$ cat src/rtl/rf_alu_ctrl_seq.sv
// rf_alu_ctrl_seq: multi-cycle instruction sequencer for the control side of RF_ALU.
//
// Accepts 16-bit instructions over a valid/ready handshake, decodes them and drives
// the RF_ALU control strobes. Conditional branches test the C/V/N/Z flags that were
// latched on the most recent ALU-reg/ADDI/SUBI/CMP cycle. Loads and stores hold the
// address controls while waiting for mem_ack, with a bus-error timeout.
//
// Handshake: an instruction transfers on a rising CLK edge where instr_valid and
// instr_ready are both 1. instr_ready is 1 only in FETCH. instr_valid in any other
// state is ignored, and instr may change freely while instr_ready is 0.
//
// Ports:
//   CLK, CLR            clock, synchronous active-high reset
//   instr, instr_valid  instruction word and its valid qualifier
//   instr_ready         sequencer takes instr this cycle
//   C, V, N, Z          RF_ALU flags for the current cycle
//   mem_ack             memory completes the current request
//   ALUctrl, ALUsrc     ALU operation, B-operand select (1 = imm5)
//   RdAddr/RnAddr/RmAddr, imm8, imm5  decoded fields (0 outside EXEC/MEM)
//   MOV, ALU2Rd, LHI, LLI, MemoryW, PCW, WE, S_Rn_or_Rd  RF_ALU write controls
//   mem_rd_req, mem_wr_req  memory request strobes
//   branch_taken        one-cycle pulse, imm8 is the offset
//   halted, illegal, mem_err  status (illegal and mem_err are sticky)
//   dbg_state           current FSM state
module rf_alu_ctrl_seq #(
  parameter int MEM_TIMEOUT = 15
) (
  input  logic        CLK,
  input  logic        CLR,
  input  logic [15:0] instr,
  input  logic        instr_valid,
  output logic        instr_ready,
  input  logic        C,
  input  logic        V,
  input  logic        N,
  input  logic        Z,
  input  logic        mem_ack,
  output logic [1:0]  ALUctrl,
  output logic        ALUsrc,
  output logic [2:0]  RdAddr,
  output logic [2:0]  RnAddr,
  output logic [2:0]  RmAddr,
  output logic [7:0]  imm8,
  output logic [4:0]  imm5,
  output logic        MOV,
  output logic        ALU2Rd,
  output logic        LHI,
  output logic        LLI,
  output logic        MemoryW,
  output logic        PCW,
  output logic        WE,
  output logic        S_Rn_or_Rd,
  output logic        mem_rd_req,
  output logic        mem_wr_req,
  output logic        branch_taken,
  output logic        halted,
  output logic        illegal,
  output logic        mem_err,
  output logic [1:0]  dbg_state
);

  localparam logic [1:0] ST_FETCH = 2'd0;
  localparam logic [1:0] ST_EXEC  = 2'd1;
  localparam logic [1:0] ST_MEM   = 2'd2;
  localparam logic [1:0] ST_HALT  = 2'd3;

  localparam logic [4:0] OP_ALU  = 5'b00000;
  localparam logic [4:0] OP_ADDI = 5'b00001;
  localparam logic [4:0] OP_SUBI = 5'b00010;
  localparam logic [4:0] OP_MOV  = 5'b00011;
  localparam logic [4:0] OP_LHI  = 5'b00100;
  localparam logic [4:0] OP_LLI  = 5'b00101;
  localparam logic [4:0] OP_LDR  = 5'b00110;
  localparam logic [4:0] OP_STR  = 5'b00111;
  localparam logic [4:0] OP_JAL  = 5'b01000;
  localparam logic [4:0] OP_CMP  = 5'b01001;
  localparam logic [4:0] OP_BCC  = 5'b01010;
  localparam logic [4:0] OP_HLT  = 5'b01111;

  localparam logic [7:0] TIMEOUT_LAST = 8'(MEM_TIMEOUT - 1);

  logic [1:0]  r_state;
  logic [15:0] r_ir;
  logic [3:0]  r_flags;   // {C, V, N, Z}
  logic [7:0]  r_cnt;
  logic        r_illegal;
  logic        r_mem_err;

  logic [4:0]  w_op;
  logic [2:0]  w_cond;
  logic        w_cond_true;
  logic        w_is_str;

  assign w_op     = r_ir[15:11];
  assign w_cond   = r_ir[10:8];
  // LDR and STR differ only in the opcode LSB; in MEM the IR holds one of the two.
  assign w_is_str = r_ir[11];

  always_comb begin
    w_cond_true = 1'b0;
    case (w_cond)
      3'b000: w_cond_true = r_flags[0];
      3'b001: w_cond_true = ~r_flags[0];
      3'b010: w_cond_true = r_flags[3];
      3'b011: w_cond_true = ~r_flags[3];
      3'b100: w_cond_true = r_flags[1];
      3'b101: w_cond_true = ~r_flags[1];
      3'b110: w_cond_true = r_flags[2];
      default: w_cond_true = 1'b1;
    endcase
  end

  always_comb begin
    instr_ready  = 1'b0;
    ALUctrl      = 2'b00;
    ALUsrc       = 1'b0;
    RdAddr       = 3'd0;
    RnAddr       = 3'd0;
    RmAddr       = 3'd0;
    imm8         = 8'd0;
    imm5         = 5'd0;
    MOV          = 1'b0;
    ALU2Rd       = 1'b0;
    LHI          = 1'b0;
    LLI          = 1'b0;
    MemoryW      = 1'b0;
    PCW          = 1'b0;
    WE           = 1'b0;
    S_Rn_or_Rd   = 1'b0;
    mem_rd_req   = 1'b0;
    mem_wr_req   = 1'b0;
    branch_taken = 1'b0;
    halted       = 1'b0;
    case (r_state)
      ST_FETCH: instr_ready = 1'b1;
      ST_EXEC: begin
        RdAddr = r_ir[10:8];
        RnAddr = r_ir[7:5];
        RmAddr = r_ir[4:2];
        imm8   = r_ir[7:0];
        imm5   = r_ir[4:0];
        case (w_op)
          OP_ALU:  begin ALUctrl = r_ir[1:0]; ALU2Rd = 1'b1; WE = 1'b1; end
          OP_ADDI: begin ALUsrc = 1'b1; ALU2Rd = 1'b1; WE = 1'b1; end
          OP_SUBI: begin ALUctrl = 2'b10; ALUsrc = 1'b1; ALU2Rd = 1'b1; WE = 1'b1; end
          OP_MOV:  begin MOV = 1'b1; WE = 1'b1; end
          OP_LHI:  begin LHI = 1'b1; S_Rn_or_Rd = 1'b1; WE = 1'b1; end
          OP_LLI:  begin LLI = 1'b1; S_Rn_or_Rd = 1'b1; WE = 1'b1; end
          OP_JAL:  begin PCW = 1'b1; WE = 1'b1; end
          OP_CMP:  ALUctrl = 2'b10;
          OP_BCC:  branch_taken = w_cond_true;
          OP_LDR:  ALUsrc = 1'b1;
          OP_STR:  begin ALUsrc = 1'b1; S_Rn_or_Rd = 1'b1; end
          default: ;
        endcase
      end
      ST_MEM: begin
        RdAddr     = r_ir[10:8];
        RnAddr     = r_ir[7:5];
        RmAddr     = r_ir[4:2];
        imm8       = r_ir[7:0];
        imm5       = r_ir[4:0];
        ALUsrc     = 1'b1;
        S_Rn_or_Rd = w_is_str;
        mem_wr_req = w_is_str;
        mem_rd_req = ~w_is_str;
        // Load write-back happens in the ack cycle while Memory_data is valid.
        MemoryW    = mem_ack & ~w_is_str;
        WE         = mem_ack & ~w_is_str;
      end
      default: halted = 1'b1;
    endcase
  end

  always_ff @(posedge CLK) begin
    if (CLR) begin
      r_state   <= ST_FETCH;
      r_ir      <= 16'd0;
      r_flags   <= 4'd0;
      r_cnt     <= 8'd0;
      r_illegal <= 1'b0;
      r_mem_err <= 1'b0;
    end else begin
      case (r_state)
        ST_FETCH: begin
          if (instr_valid) begin
            r_ir    <= instr;
            r_state <= ST_EXEC;
          end
        end
        ST_EXEC: begin
          case (w_op)
            OP_ALU, OP_ADDI, OP_SUBI, OP_CMP: begin
              r_flags <= {C, V, N, Z};
              r_state <= ST_FETCH;
            end
            OP_MOV, OP_LHI, OP_LLI, OP_JAL, OP_BCC: r_state <= ST_FETCH;
            OP_LDR, OP_STR: begin
              r_cnt   <= 8'd0;
              r_state <= ST_MEM;
            end
            OP_HLT: r_state <= ST_HALT;
            default: begin
              r_illegal <= 1'b1;
              r_state   <= ST_HALT;
            end
          endcase
        end
        ST_MEM: begin
          if (mem_ack) begin
            r_cnt   <= 8'd0;
            r_state <= ST_FETCH;
          end else if (r_cnt == TIMEOUT_LAST) begin
            // This is the MEM_TIMEOUT-th cycle without an ack.
            r_cnt     <= 8'd0;
            r_mem_err <= 1'b1;
            r_state   <= ST_HALT;
          end else begin
            r_cnt <= r_cnt + 8'd1;
          end
        end
        default: r_state <= ST_HALT;
      endcase
    end
  end

  assign illegal   = r_illegal;
  assign mem_err   = r_mem_err;
  assign dbg_state = r_state;

endmodule

$ cat config.mk
export PLATFORM = sky130hd
export DESIGN_NAME = rf_alu_ctrl_seq
export DESIGN_NICKNAME = d
export VERILOG_FILES = /design/src/rtl/rf_alu_ctrl_seq.sv
export SDC_FILE = /design/constraint.sdc
export NUM_CORES = 1
export LEC_CHECK = 0
export CAP_MARGIN = 15
export CORE_ASPECT_RATIO = 1.75
export CORE_MARGIN = 5
export CORE_UTILIZATION = 45
export CTS_CLUSTER_SIZE = 25
export DETAILED_ROUTE_END_ITERATION = 7
export PLACE_DENSITY_LB_ADDON = 0.25
export SYNTH_ARGS = -nofsm -noshare
export SYNTH_HDL_FRONTEND = slang
export SYNTH_SLANG_ARGS = --single-unit
$ cat constraint.sdc
create_clock -name CLK -period 2.35 [get_ports CLK]
set_clock_uncertainty 0.1 [all_clocks]
set_input_delay 0.3525 -clock CLK [delete_from_list [all_inputs] [get_ports CLK]]
set_output_delay 0.3525 -clock CLK [all_outputs]
set_load 0.03 [all_outputs]
Yosys cells after proc, flatten, opt, wreduce, memory -nomap -nowiden

Cells that the tools add are included.

Input bits: 24
Register bits: 32
Output and inout bits: 42

Multiplexer cells: 40
Reduce and logical (&&, ||, !) cells: 21
Add/subtract/negate cells: 1
Bitwise operators: 7
Equal/unequal tests: 23

Operators with widths:

| cell                                          | number |
|---|---|
| two-way mux 8 bit                             | 4 |
| == test 5 x 3 -> 1 bit, second input constant | 4 |
| == test 5 x 4 -> 1 bit, second input constant | 4 |
| two-way mux 1 bit                             | 20 |
| case mux 8 bit (2 select lines)               | 1 |
| OR reduction 12 bit                           | 1 |
| == test 5 x 2 -> 1 bit, second input constant | 2 |
| AND reduction 2 bit                           | 5 |
| == test 3 bit, second input constant          | 3 |
| two-way mux 3 bit                             | 3 |
| OR reduction 3 bit                            | 3 |
| OR reduction 9 bit                            | 1 |
| adder 8 x 1 -> 8 bit, second input constant   | 1 |
| == test 8 x 4 -> 1 bit, second input constant | 1 |
| two-way mux 2 bit                             | 4 |
| case mux 2 bit (2 select lines)               | 2 |
| OR reduction 4 bit                            | 2 |
| case mux 1 bit (7 select lines)               | 1 |
| OR reduction 7 bit                            | 1 |
| == test 3 x 2 -> 1 bit, second input constant | 2 |
| NOT 1 bit                                     | 6 |
| case mux 1 bit (2 select lines)               | 3 |
| case mux 2 bit (3 select lines)               | 1 |
| OR reduction 2 bit                            | 3 |
| other kinds (13)                              | 14 |

Longest topological paths before layout

Gate-level depths: netlist of run 1.

Word-level depth: 4
Depth in mapped cells: 7
Depth with buffers taken out: 6

Worst setup path after synthesis of run 1

Ideal clock, no wire load.

Path kind: register -> output
Start point: reg r_state[0], in the netlist dbg_state[0]
End point: out WE
Data required time: 1.898 ns
Cell stages (with the launch flop): 6
Arrival time: 2.915 ns
Slack: -1.017 ns
Path through: dfxtp_1 > ha_1 > or3b_1 > nor3b_1 > nor2_1 > a21boi_0

Longest elaborated chain between the ends: 2
Elaborated cells on any way between the ends: 3

RTL lines:

| what                                                           | RTL line | RTL |
|---|---|---|
| start, declared                                                | 82       | `logic [1:0] r_state;` |
| start signal, assigned                                         | 177      | `r_state <= ST_FETCH;` |
| start signal, assigned                                         | 188      | `r_state <= ST_EXEC;` |
| start signal, assigned                                         | 195      | `r_state <= ST_FETCH;` |
| == test 2 bit / == test 2 x 1 -> 1 bit (equally long branches) | 134      | `case (r_state)` |
| case mux 1 bit (2 select lines) *                              | 134      |  |
| end, declared                                                  | 51       | `output logic WE,` |

Every way passes the cells marked *; elsewhere a longest branch is shown, timed or not.

Worst setup path in the final report of run 1

Start point: reg r_ir[13]
End point: out WE

Longest elaborated chain between the ends: 4
Elaborated cells on any way between the ends: 10

RTL lines:

| what                                                 | RTL line | RTL |
|---|---|---|
| start, declared                                      | 83       | `logic [15:0] r_ir;` |
| start signal, assigned                               | 187      | `r_ir <= instr;` |
| == test 5 x 2 -> 1 bit, or another cell as far along | 142      | `case (w_op)` |
| OR reduction 7 bit (no source line) *                | -        |  |
| two-way mux 1 bit *                                  | 142      |  |
| case mux 1 bit (2 select lines) *                    | 134      |  |

Marked as above.

==> run metrics, run 1 <==
status=finished clean; H-Tree Depth=2; sequential element share of the synthesized area=35.1%; GR Layer Usage met3=4.13%; Clock Tree Buf Depth=2; Rows=30; post-route non-filler standard cell count=343; initial antenna violation count=0; Final HPWL DP=3620 um; WHS Path Cells=2; IO Port Bufs=65; wire per inst=13.8 um; final setup vio count=0; clock sinks=32; largest net degree at the start of global routing=22; final antenna-violating net count=0; Chip Height=94.3 um; Initial Util=46.8%; All-Layer GR Usage=18.2%; reg2reg setup slack=380 ps; CTS Root Cell=clkbuf_8; placed inst area=2510 um2; post-synth top area share=35.1%; drt first-iter violations=61; worst skew pair latency=280 ps; FMAX=441 MHz; post-synthesis mux area share=2.74%; P_leak=1.10 nW; met2 GRT Util=33.3%; Arrival @ worst endpoint=1810 ps; Synth Area in Simple Gates=29.2%; CORE AREA=3900 um2; clock buffer count from CTS=5; GPL Wtd Cong=0.838; crit path kind=flip-flop to output port; Startpoint Class=flip-flop; fin. max-slew vios=0; die width=58.2 um; Pre-antenna DRT Iters=4; Final Cycle Share=96.5%; clock-pin slew on the worst setup and hold paths=60 ps; Via Count=1828; Max-slew headroom=60.8%; Max-cap violations=0; HP Start=r_ir[2]; Post-route DRC=0; Synth area leader=dfxtp_1; CP Data Required Time=1900 ps; total wire length=4750 um; layout cells sized above 1=12.9%; post-DR vias/cell=5.33; R2R Path End=r_cnt[2]; overall power=0.00240 W; Synth Warn #=0; FF+latch count, synth=32; GRT busiest layer=met2; Tightest Hold Check Type=flip-flop to flip-flop; Die ar.=5480 um2; RSZ-0062 raised after global routing=no; Synth Area in XOR/XNOR=0.959%; Worst Hold End=r_ir[2]; area grow syn2layout=41.2%; CTS tree=yes; largest family of logic cells by synthesized area=simple AND/OR/NAND/NOR gates; vias in the first global route=1720; PD cells=931 nW/um2; Nets=325; num ports=66; placed cells=335; crit path capture type=output port; Fin. Hold Viols=0; fin util=66.1%; wire length of the first global-routing pass=7670 um; met1 Resource Use GR=17.9%; Worst Tran Pin Value=588 ps; adder-cell share of the synthesized area=4.11%; Finished Cell Area=2580 um2; min cycle time layout=2270 ps; synth top area cells=dfxtp_1 35%, nand2_1 9.0%, a21oi_1 7.7%, and2_1 5.1%, buf_4 4.5%; n_diodes=0; Crit Reg-Reg Startpoint=dbg_state[1]; post-synth cell types=41; Syn Std Cell Area=1830 um2; critical path fanouts, max=8; GRT overflow=0; Avg Cell Area, Syn=7.71 um2; Worst IR Drop VDD=0.000716 V; post-synthesis cell count=237; Compound-Gate Fraction of Synth Area=19.0%; total negative slack=0 ps; syn nets=267; R2R depth=7
==> power breakdown <==
part           internal [W]  total [W]  switching (W)
Combinational      0.000520    0.00124       0.000716
Clock              0.000260   0.000451       0.000190
Sequential         0.000633   0.000715      0.0000822
==> Yosys cell counts <==
library cell,count
or3_1,5
a2111oi_0,2
a211o_1,1
and4_1,1
nor3_1,4
nor3b_1,3
buf_4,11
or3b_2,1
a21boi_0,3
and3b_1,1
nor2_1,10
o311ai_0,1
ha_1,6
a21oi_1,28
a41oi_1,1
a2bb2oi_2,1
nor4_1,1
or2_2,1
o21bai_2,1
a22oi_1,2
nand2_1,44
o21ai_0,9
a211oi_1,1
o21a_1,2
nand3_1,3
or4_1,2
a311oi_1,1
o31ai_1,2
and3_1,2
nor2b_1,5
and2_1,15
clkbuf_1,11
or3b_1,1
mux2i_1,5
and4bb_4,1
xnor2_1,2
buf_2,1
dfxtp_1,32
inv_1,9
o221ai_1,1
nand2b_1,4
==> worst max path at each step <==
stage                       from     end  slack, ps  cells past startpoint
finish                  r_ir[13]      WE         80                      6
global route            r_ir[13]      WE          2                      6
CTS                 dbg_state[1]  ALUsrc         10                      7
detailed placement  dbg_state[0]  ALUsrc        140                      5
global placement    dbg_state[0]  ALUsrc        120                      5
floorplan           dbg_state[1]      WE         40                      6
==> layout make-up <==
type | count | area [um2]
clock buffer | 7 | 96.3
fill | 340 | 1320
inverter | 9 | 33.8
multi-input combinational | 173 | 1060
sequential | 32 | 647
tap | 48 | 60.1
timing repair buffer | 74 | 681
==> cell families (layout without fill, tap and decap cells) <==
logic type               after synthesis  in the layout
AO/OA/AOI/OAI                         56             56
XOR/XNOR                               2              2
adder cells (fa/ha/maj)                6              6
buffers and inverters                 32             90
flip-flops                            32             32
multiplexers                           5              5
AND/OR/NAND/NOR                      104            104
==> layout by cell type (no fill, tap or decap), drive strengths merged, types with 8 or more instances in the layout <==
cell and n:
clkbuf 8, and2 15, nand2 44, nor2 10, dfxtp 32, clkdlybuf4s50 31, buf 15, dlygate4sd2 27
a21oi 28, inv 9, o21ai 9
==> registers in the layout, indices dropped and copies added, names as in the netlist <==
| name | count |
|---|---|
| dbg_state | 2 |
| illegal | 1 |
| mem_err | 1 |
| r_cnt | 8 |
| r_flags | 4 |
| r_ir | 16 |
==> per-stage QoR <==
step | hold WS [ps] | setup slack (ps)
after floorplan | 332 | 35.5
after global placement | 338 | 116
after detailed placement | 342 | 140
after CTS | 351 | 15.0
after global routing | 362 | 2.11
final | 350 | 83.3
==> worst max-delay path, stage by stage, from the launching register on <==
cell      delay [ps]
dfxtp_1          380
buf_4            180
or3b_2           430
a21oi_1          140
o21ai_0          110
a21boi_2         150
buf_6            150
==> per-layer routing <==
layer  routed length, um  share of wire, %  up-vias
li1                    -                 -      915
met1                1740                37      845
met2                2550                54       57
met3                 301               6.3       11
met4                 154               3.2        0
met5                   0                 0        -
==> timing repair <==
item | 4_1_cts | 5_1_grt
endpoints found under the setup margin | 29 | 2
pin swaps | 2 | 0
hold buffers | 0 | 0
gates resized for setup | 29 | 3
setup buffers | 2 | 0
(Power assumes the default switching activity.)
==> inputs of run 2 (changes only) <==
Settings changed: CTS_CLUSTER_SIZE 25 to 10.
==> results of run 2 <==
No change in the layout: final DEF, timing and power equal those of run 1.
